## config.mk

```make
export PLATFORM = sky130hd
export DESIGN_NAME = sevenseg_scan_ctrl_flat
export DESIGN_NICKNAME = d
export VERILOG_FILES = /design/src/rtl/sevenseg_scan_ctrl_if.sv /design/src/rtl/sevenseg_scan_ctrl.sv /design/src/flat_wrapper.sv
export SDC_FILE = /design/constraint.sdc
export NUM_CORES = 1
export LEC_CHECK = 0
export ABC_AREA = 1
export CAP_MARGIN = 40
export CELL_PAD_IN_SITES_DETAIL_PLACEMENT = 1
export CELL_PAD_IN_SITES_GLOBAL_PLACEMENT = 1
export CORE_MARGIN = 2
export CORE_UTILIZATION = 30
export DETAILED_ROUTE_END_ITERATION = 8
export HOLD_SLACK_MARGIN = 0.03
export PLACE_DENSITY_LB_ADDON = 0.1
export SLEW_MARGIN = 40
export SYNTH_ARGS = -nofsm -noshare
export SYNTH_HDL_FRONTEND = slang
export SYNTH_SLANG_ARGS = --single-unit
```

## constraint.sdc

```tcl
create_clock -name clk -period 2.5 [get_ports clk]
set_clock_uncertainty 0.05 [all_clocks]
set_input_delay 0.625 -clock clk [delete_from_list [all_inputs] [get_ports clk]]
set_output_delay 0.625 -clock clk [all_outputs]
set_load 0.03 [all_outputs]
```

## src/rtl/sevenseg_scan_ctrl_if.sv

```systemverilog
// ----------------------------------------------------------------------------
// sevenseg_scan_ctrl_if
//   Bundle between a host that supplies display content and the
//   eight-digit seven-segment scan controller.
//
//   data_in  [55:0]  eight 7-bit digit codes, digit i at [7i+6:7i]
//   digit_en [7:0]   per-digit enables, bit i lights digit i
//   load             request capture of data_in / digit_en
//   busy             a captured update is waiting for the next frame boundary
//   ack              one-cycle pulse when the pending update becomes active
//   frame            one-cycle pulse on the first cycle of digit 0 after 7
//   code     [6:0]   active code of the digit currently being scanned
//   an_n     [7:0]   active-low anode drive, one-hot-low or all ones
//
//   master : host side (drives content, observes status/display)
//   slave  : controller side
// ----------------------------------------------------------------------------
interface sevenseg_scan_ctrl_if;
   logic [55:0] data_in;
   logic [7:0]  digit_en;
   logic        load;
   logic        busy;
   logic        ack;
   logic        frame;
   logic [6:0]  code;
   logic [7:0]  an_n;

   modport master (
      output data_in, digit_en, load,
      input  busy, ack, frame, code, an_n
   );

   modport slave (
      input  data_in, digit_en, load,
      output busy, ack, frame, code, an_n
   );
endinterface

```

## src/rtl/sevenseg_scan_ctrl.sv

```systemverilog
// ----------------------------------------------------------------------------
// sevenseg_scan_ctrl
//   Time-multiplexed scan controller for an eight-digit seven-segment
//   display. Each digit owns a slot of DIV clock cycles; the last BLANK_CYC
//   cycles of every slot switch all anodes off to suppress ghosting.
//   New content is double-buffered: a load is captured into pending
//   registers and only copied into the active registers at a frame boundary
//   (slot wrap with digit 7), so a frame never mixes old and new content.
//
// Parameters
//   DIV        clock cycles per digit slot (>= 2)
//   BLANK_CYC  blanking cycles at the end of each slot (0 <= BLANK_CYC < DIV)
//
// Ports
//   clk   system clock, rising edge
//   rst   synchronous active-high reset
//   bus   sevenseg_scan_ctrl_if.slave (data_in, digit_en, load in;
//         busy, ack, frame, code, an_n out)
// ----------------------------------------------------------------------------
module sevenseg_scan_ctrl #(
   parameter int DIV       = 100000,
   parameter int BLANK_CYC = 1000
) (
   input  logic                 clk,
   input  logic                 rst,
   sevenseg_scan_ctrl_if.slave  bus
);

   localparam int CNT_W = $clog2(DIV);
   localparam logic [CNT_W-1:0] CNT_LAST = CNT_W'(DIV - 1);
   // One extra bit: DIV - BLANK_CYC may equal DIV, which can overflow CNT_W.
   localparam logic [CNT_W:0]   SHOW_LEN = (CNT_W + 1)'(DIV - BLANK_CYC);

   if (DIV < 2) begin : g_bad_div
      $error("sevenseg_scan_ctrl: DIV must be >= 2");
   end
   if ((BLANK_CYC < 0) || (BLANK_CYC >= DIV)) begin : g_bad_blank
      $error("sevenseg_scan_ctrl: BLANK_CYC must satisfy 0 <= BLANK_CYC < DIV");
   end

   typedef enum logic {
      SHOW  = 1'b0,
      BLANK = 1'b1
   } state_t;

   state_t            state;
   state_t            state_nxt;

   logic [CNT_W-1:0]  cnt;
   logic [CNT_W-1:0]  cnt_nxt;
   logic [2:0]        idx;
   logic [2:0]        idx_nxt;
   logic              slot_end;
   logic              frame_end;

   logic [55:0]       pend_data;
   logic [7:0]        pend_en;
   logic [55:0]       act_data;
   logic [7:0]        act_en;
   logic              busy;
   logic              ack;
   logic              frame;
   logic              load_take;
   logic              apply;

   logic [7:0]        an_n_c;

   // Select the 7-bit code of digit i from a packed 8-digit word.
   function automatic logic [6:0] digit_code(input logic [55:0] d, input logic [2:0] i);
      logic [6:0] r;
      r = '0;
      for (int k = 0; k < 8; k++) begin
         if (i == 3'(k)) begin
            r = d[7*k +: 7];
         end
      end
      return r;
   endfunction

   // ------------------------------------------------------------------------
   // Slot / digit sequencing
   // ------------------------------------------------------------------------
   always_comb begin
      slot_end  = (cnt == CNT_LAST);
      frame_end = slot_end && (idx == 3'd7);
      cnt_nxt   = slot_end ? '0 : cnt + 1'b1;
      // 3-bit index wraps 7 -> 0 by itself.
      idx_nxt   = slot_end ? idx + 3'd1 : idx;
      // Only a free slot can accept a load; a busy one ignores it.
      load_take = bus.load && !busy;
      apply     = frame_end && busy;
   end

   always_ff @(posedge clk) begin
      if (rst) begin
         cnt <= '0;
         idx <= '0;
      end else begin
         cnt <= cnt_nxt;
         idx <= idx_nxt;
      end
   end

   // ------------------------------------------------------------------------
   // SHOW/BLANK state: registered, so the decoded value must be taken from
   // the counter value it will hold in the next cycle.
   // ------------------------------------------------------------------------
   always_ff @(posedge clk) begin
      if (rst) begin
         state <= SHOW;
      end else begin
         state <= state_nxt;
      end
   end

   always_comb begin
      state_nxt = SHOW;
      an_n_c    = 8'hFF;
      if ({1'b0, cnt_nxt} >= SHOW_LEN) begin
         state_nxt = BLANK;
      end
      // Anode decode straight from registered state: no extra latency.
      if ((state == SHOW) && act_en[idx]) begin
         an_n_c[idx] = 1'b0;
      end
   end

   // ------------------------------------------------------------------------
   // Double-buffered content and handshake
   // ------------------------------------------------------------------------
   always_ff @(posedge clk) begin
      if (rst) begin
         pend_data <= '0;
         pend_en   <= '0;
         act_data  <= '0;
         act_en    <= '0;
         busy      <= 1'b0;
         ack       <= 1'b0;
         frame     <= 1'b0;
      end else begin
         // frame and ack are registered so they coincide with the first
         // cycle of digit 0 in the new frame.
         frame <= frame_end;
         ack   <= apply;
         if (apply) begin
            act_data <= pend_data;
            act_en   <= pend_en;
         end
         // A load taken in a boundary cycle with busy=0 is not applied
         // now: apply only looks at the old busy value.
         if (load_take) begin
            pend_data <= bus.data_in;
            pend_en   <= bus.digit_en;
         end
         busy <= (busy && !frame_end) || load_take;
      end
   end

   assign bus.busy  = busy;
   assign bus.ack   = ack;
   assign bus.frame = frame;
   assign bus.code  = digit_code(act_data, idx);
   assign bus.an_n  = an_n_c;

endmodule

```

## src/flat_wrapper.sv

```systemverilog
// flat-port wrapper written by rule: the top's interface ports become plain ports
module sevenseg_scan_ctrl_flat 
#(
   parameter int DIV       = 100000,
   parameter int BLANK_CYC = 1000
)
  (clk, rst, bus_data_in, bus_digit_en, bus_load, bus_busy, bus_ack, bus_frame, bus_code, bus_an_n);
  sevenseg_scan_ctrl_if bus_i ();
  input  logic clk;
  input  logic rst;
  input wire logic [$bits(bus_i.data_in)-1:0] bus_data_in;
  input wire logic [$bits(bus_i.digit_en)-1:0] bus_digit_en;
  input wire logic [$bits(bus_i.load)-1:0] bus_load;
  output wire logic [$bits(bus_i.busy)-1:0] bus_busy;
  output wire logic [$bits(bus_i.ack)-1:0] bus_ack;
  output wire logic [$bits(bus_i.frame)-1:0] bus_frame;
  output wire logic [$bits(bus_i.code)-1:0] bus_code;
  output wire logic [$bits(bus_i.an_n)-1:0] bus_an_n;
  assign bus_i.data_in = bus_data_in;
  assign bus_i.digit_en = bus_digit_en;
  assign bus_i.load = bus_load;
  assign bus_busy = bus_i.busy;
  assign bus_ack = bus_i.ack;
  assign bus_frame = bus_i.frame;
  assign bus_code = bus_i.code;
  assign bus_an_n = bus_i.an_n;
  sevenseg_scan_ctrl #(.DIV(DIV), .BLANK_CYC(BLANK_CYC)) u_core (.clk(clk), .rst(rst), .bus(bus_i));
endmodule
```

# After elaboration in Yosys (flattened, before gate mapping)

Index checks and enable logic that the tools add are counted.

Bits in registers: 152
Input port bits: 67
Output and inout port bits: 18
Word-level logic and storage cells: 50

$add $sub $neg: 2
Order comparisons: 3
Eq/ne operators: 8
Multiplexer cells: 15
Bitwise gates (word level): 2
Reduce and logical (&&, ||, !) cells: 10

Operators by type and width:

| kind                  | count |
|---|---|
| $mux 7                | 8 |
| $add 17x1->17 const B | 1 |
| $eq 17x17->1 const B  | 1 |
| $ge 17x17->1 const B  | 1 |
| $mux 17               | 1 |
| $eq 3x3->1 const B    | 4 |
| $mux 8                | 1 |
| $not 8->8             | 1 |
| $eq 3x2->1 const B    | 2 |
| $logic_and 1x1->1     | 6 |
| $lt 3x4->1 const B    | 1 |
| $add 3x1->3 const B   | 1 |
| $bmux 1 s3            | 1 |
| $demux 1 s3           | 1 |
| $eq 3x1->1 const B    | 1 |
| $ge 3x1->1 const B    | 1 |
| $logic_not 3->1       | 1 |
| $mux 1                | 3 |
| $logic_not 1->1       | 2 |
| $logic_or 1x1->1      | 1 |
| $not 1->1             | 1 |

# Logic depth before layout (Yosys ltp)

Gate-level depths: netlist of run 1.

Depth after elaboration: 9
Mapped depth: 12
Depth with buffers taken out: 12

# Least setup slack after synthesis of run 1

Ideal clock, no wire load.

Path kind: flip-flop to output port
From: reg u_core.idx[0]
To: out bus_code[1]
Arrival time: 1.997 ns
Data required time: 1.825 ns
Slack: -0.172 ns
Stages on the path, launching flop included: 13
Path buffers: 1
Path through: dfxtp_1 inv_1 ha_1 nand2_1 clkbuf_1 o21ai_0 inv_1 nand2_1 nand2_1 nand2_1 nand2_1 nand2_1 a21oi_1

Longest elaborated chain between the ends: 9
Elaborated cells between the ends (all ways): 16
Classes of those cells: eq/ne: 7; mux: 8; reduce/logical: 1

Ends and longest elaborated chain:

| element                | line                      | text |
|---|---|---|
| from (decl)            | sevenseg_scan_ctrl.sv:51  | `logic [2:0] idx;` |
| from (signal assigned) | sevenseg_scan_ctrl.sv:100 | `idx <= idx_nxt;` |
| $logic_not 3->1        | sevenseg_scan_ctrl.sv:73  | `if (i == 3'(k)) begin` |
| $mux 7 (7 in series)   | sevenseg_scan_ctrl.sv:73  |  |
| $mux 7 (*)             | sevenseg_scan_ctrl.sv:73  |  |
| to (decl)              | flat_wrapper.sv:17        | `output wire logic [$bits(bus_i.code)-1:0] bus_code;` |

Mark *: on every way between the ends. The rest lies on a longest branch, timed or not.

# Final worst setup path of run 1

From: reg u_core.idx[1]
To: out bus_code[0]

Same word-level chain as after synthesis.

==> run_results.csv, run 1 <==
group,metric,value,unit
status,outcome,"finished with violations",
status,violations,"setup timing",
route,drt_wl_total,18.9,mm
clock_network,clk_pin_slew_worst_paths,0.07,ns
synth,ys_seq_area_frac,0.466,
clock_network,cts_max_path_buffers,2,
sta,tns,-1.84,ns
sta,slew_viol_final,0,
route,first_pass_iters,4,
route,antenna_left,0,
global_routing,grt_use_total,0.172,
synth,synth_commonest_cells,"274 x nor2_1, 152 x dfxtp_1, 142 x nand2_1, 79 x o21ai_0, 65 x inv_1",
synth,yosysTopAreaCellShare,0.466,
global_routing,grt_pass1_wl,31.1,mm
synth,synthFlopType,"dfxtp_1",
worst_hold_path,min_path_type,"reg2reg",
floorplan,design.portCount,85,
finish,num_antenna_cells,0,
route,wl_per_cell,14.1,µm
synth,synth_area,0.00653,mm²
finish,fillers,2666,
run,maxCapViolCount,0,
synth,yosysMostFrequentCell,"nor2_1",
worst_setup_path,cp.arrival,2.06,ns
worst_setup_path,start_kind,"register",
finish,syn2layout_area_growth,37.9,%
worst_setup_path,crit_type,"reg2out",
worst_setup_path,path_max_fanout,7,
synth,yosysWarnings,0,
global_routing,antenna_found_initial,0,
power_and_ir_drop,max-vdd-ir-drop,0.000383,V
sta,fin_ws,-0.231,ns
finish,drive_above_1_share,0.200,
place,port_buffers,84,
global_routing,grt_max_degree,71,
clock_network,cts_buffers,17,
floorplan,fp.dieH,152,µm
floorplan,die_area,0.0230,mm²
synth,syn_avg_cell_area,6.94,µm²
clock_network,cts_tree,"yes",
route,drt_iter0_drc,179,
sta,slew_headroom,0.650,
sta,setup_viol,15,
sta,rsz0062_at_grt,"true",
floorplan,start_util,0.308,
place,dpl-instance-area,0.00785,mm²
synth,synth.distinct_cells,30,
floorplan,num_rows,53,
sta,fin_crit_sh,1.09,
power_and_ir_drop,cellLeakagePower,3.80,nW
worst_setup_path,cp-end-kind,"output port",
finish,fin_nets,1123,
route,avgViaCountPerCell,4.59,
clock_network,cts_root_buf,"clkbuf_16",
finish,stdcell_area,0.00900,mm²
synth,synth_edf_count,0,
synth,ys_top_cells_by_area,"dfxtp_1 47%, nor2_1 16%, nand2_1 8.2%, o21ai_0 6.1%, o21ai_1 4.3%",
floorplan,die_w,152,µm
synth,yosysTopAreaCell,"dfxtp_1",
place,hpwlAfterDp,12.9,mm
synth,syn-instance-count,941,
synth,async_flop_share,0,
global_routing,grt-ovfl-total,0,
worst_setup_path,required,1.82,ns
clock_network,clock_insertion_delay_worst_skew,0.43,ns
sta,timing.final.crit_period,2.73,ns
global_routing,grt_pass1_vias,6119,
clock_network,cts_sinks,152,
route,via_count,6137,
clock_network,cts_hold_repair.buffers,0,
place,gp_congestion,0.795,
synth,syn_nets,1015,
sta,tightest_slew,0.525,ns
route,drc_errors,0,
clock_network,htreeDepth,4,
sta,fmax,0.366,GHz
sta,hold_viol,0,
floorplan,core_area,0.0212,mm²
power_and_ir_drop,powerDensity,618,mW/mm²
synth,synth-seq-cells,152,
per-layer routing:
metal / share of wire / vias to the layer above / routed length (µm) / track usage
met2: 0.44 / 81 / 8330 / 0.278
met1: 0.51 / 2818 / 9670 / 0.237
li1: - / 3215 / - / -
met4: 0.015 / 0 / 277 / 0.0472
met5: 0 / - / 0 / 0
met3: 0.031 / 23 / 586 / 0.0320
worst paths after layout:
path,startpoint,end,slack [ns],cells past startpoint
min reg2reg,u_core.pend_data[7],u_core.pend_data[7],0.41,2
max reg2reg,u_core.idx[1],u_core.act_data[1],0.38,8
max,u_core.idx[1],bus_code[0],-0.23,13
min,u_core.pend_data[7],u_core.pend_data[7],0.41,2
through the flow:
step | util | setup slack (ns) | hold slack, ns | power (mW) | cells
floorplan | - | -0.0257 | 0.375 | 2.76 | 941
global placement | 0.370 | -0.0608 | 0.395 | 2.94 | 1293
detailed placement | 0.370 | -0.0960 | 0.404 | 2.94 | 1293
CTS | 0.416 | -0.286 | 0.413 | 5.65 | 1332
global route | 0.424 | -0.370 | 0.436 | 5.80 | 1337
finish | 0.424 | -0.231 | 0.406 | 5.57 | 1337
power by group:
group / internal, mW / leakage, nW / total (mW) / switching, mW
Sequential: 2.51 / 1.24 / 2.55 / 0.0447
Combinational: 0.163 / 2.26 / 0.331 / 0.168
Clock: 1.56 / 0.297 / 2.68 / 1.13
Total: 4.23 / 3.80 / 5.57 / 1.34
worst max-delay path, cell delays in order, from the launching register on:
cell and delay, ns:
dfxtp_4 0.39, buf_6 0.11, ha_4 0.13, ha_4 0.15
buf_6 0.14, nand2_2 0.05, nand2_1 0.06, inv_1 0.03
nand2_1 0.07, nand2_1 0.06, nand2_1 0.07, nand2_2 0.07
a21oi_2 0.14, buf_6 0.15
cell families after synthesis:
family,Yosys count,share of synthesized area
DFF,152,0.466
adders and majority gates,7,0.0134
AOI/OAI and AO/OA,165,0.129
and+or+nand+nor,499,0.311
buffers and inverters,118,0.0801
flip-flops by register name, indices dropped and copies added (netlist names):
| signal | flops |
|---|---|
| u_core.act_en | 8 |
| u_core.act_data | 56 |
| u_core.idx | 3 |
| u_core.cnt | 17 |
| u_core.pend_en | 8 |
| u_core.bus.busy | 1 |
| u_core.state | 1 |
| u_core.bus.frame | 1 |
| u_core.bus.ack | 1 |
| u_core.pend_data | 56 |
area by class of cell:
cell class	count	area, µm²	area share
Clock buffer	19	453	0.0503
Clock inverter	13	161	0.0179
Inverter	70	277	0.0307
Multi-Input combinational cell	671	3360	0.373
Sequential cell	152	3050	0.339
Tap cell	275	344	0.0382
Timing Repair Buffer	137	1360	0.151
placed cells by master (no fill, tap or decap), drive strengths merged:
| cell type | n |
|---|---|
| nor2 | 276 |
| dfxtp | 152 |
| nand2 | 147 |
| o21ai | 137 |
| inv | 72 |
| clkdlybuf4s50 | 69 |
| buf | 68 |
| nand3 | 47 |
| a21oi | 24 |
| clkbuf | 19 |
| nor3 | 12 |
| nand4 | 8 |
| or2 | 8 |
| ha | 7 |
| clkinv | 7 |
| o21bai | 2 |
| clkinvlp | 2 |
| bufinv | 2 |
| o21ba | 1 |
| nand3b | 1 |
| o22ai | 1 |
what timing repair did:
action                     CTS  global route
pin swaps                   37            40
cloned                       0             0
buffers inserted             8             6
setup endpoints to repair   15            15
resized for setup          138            48
Note: power is estimated with default switching activity, not from simulation.
==> run 2: changes to the inputs <==
Settings changed: CTS_CLUSTER_SIZE set to 25.
==> results of run 2 <==
The final DEF is identical to that of run 1; final timing and power are the same.
==> run 3: changes to the inputs <==
Settings changed: CTS_CLUSTER_SIZE 25 to unset.
==> results of run 3 <==
The final DEF is identical to that of run 1; final timing and power are the same.
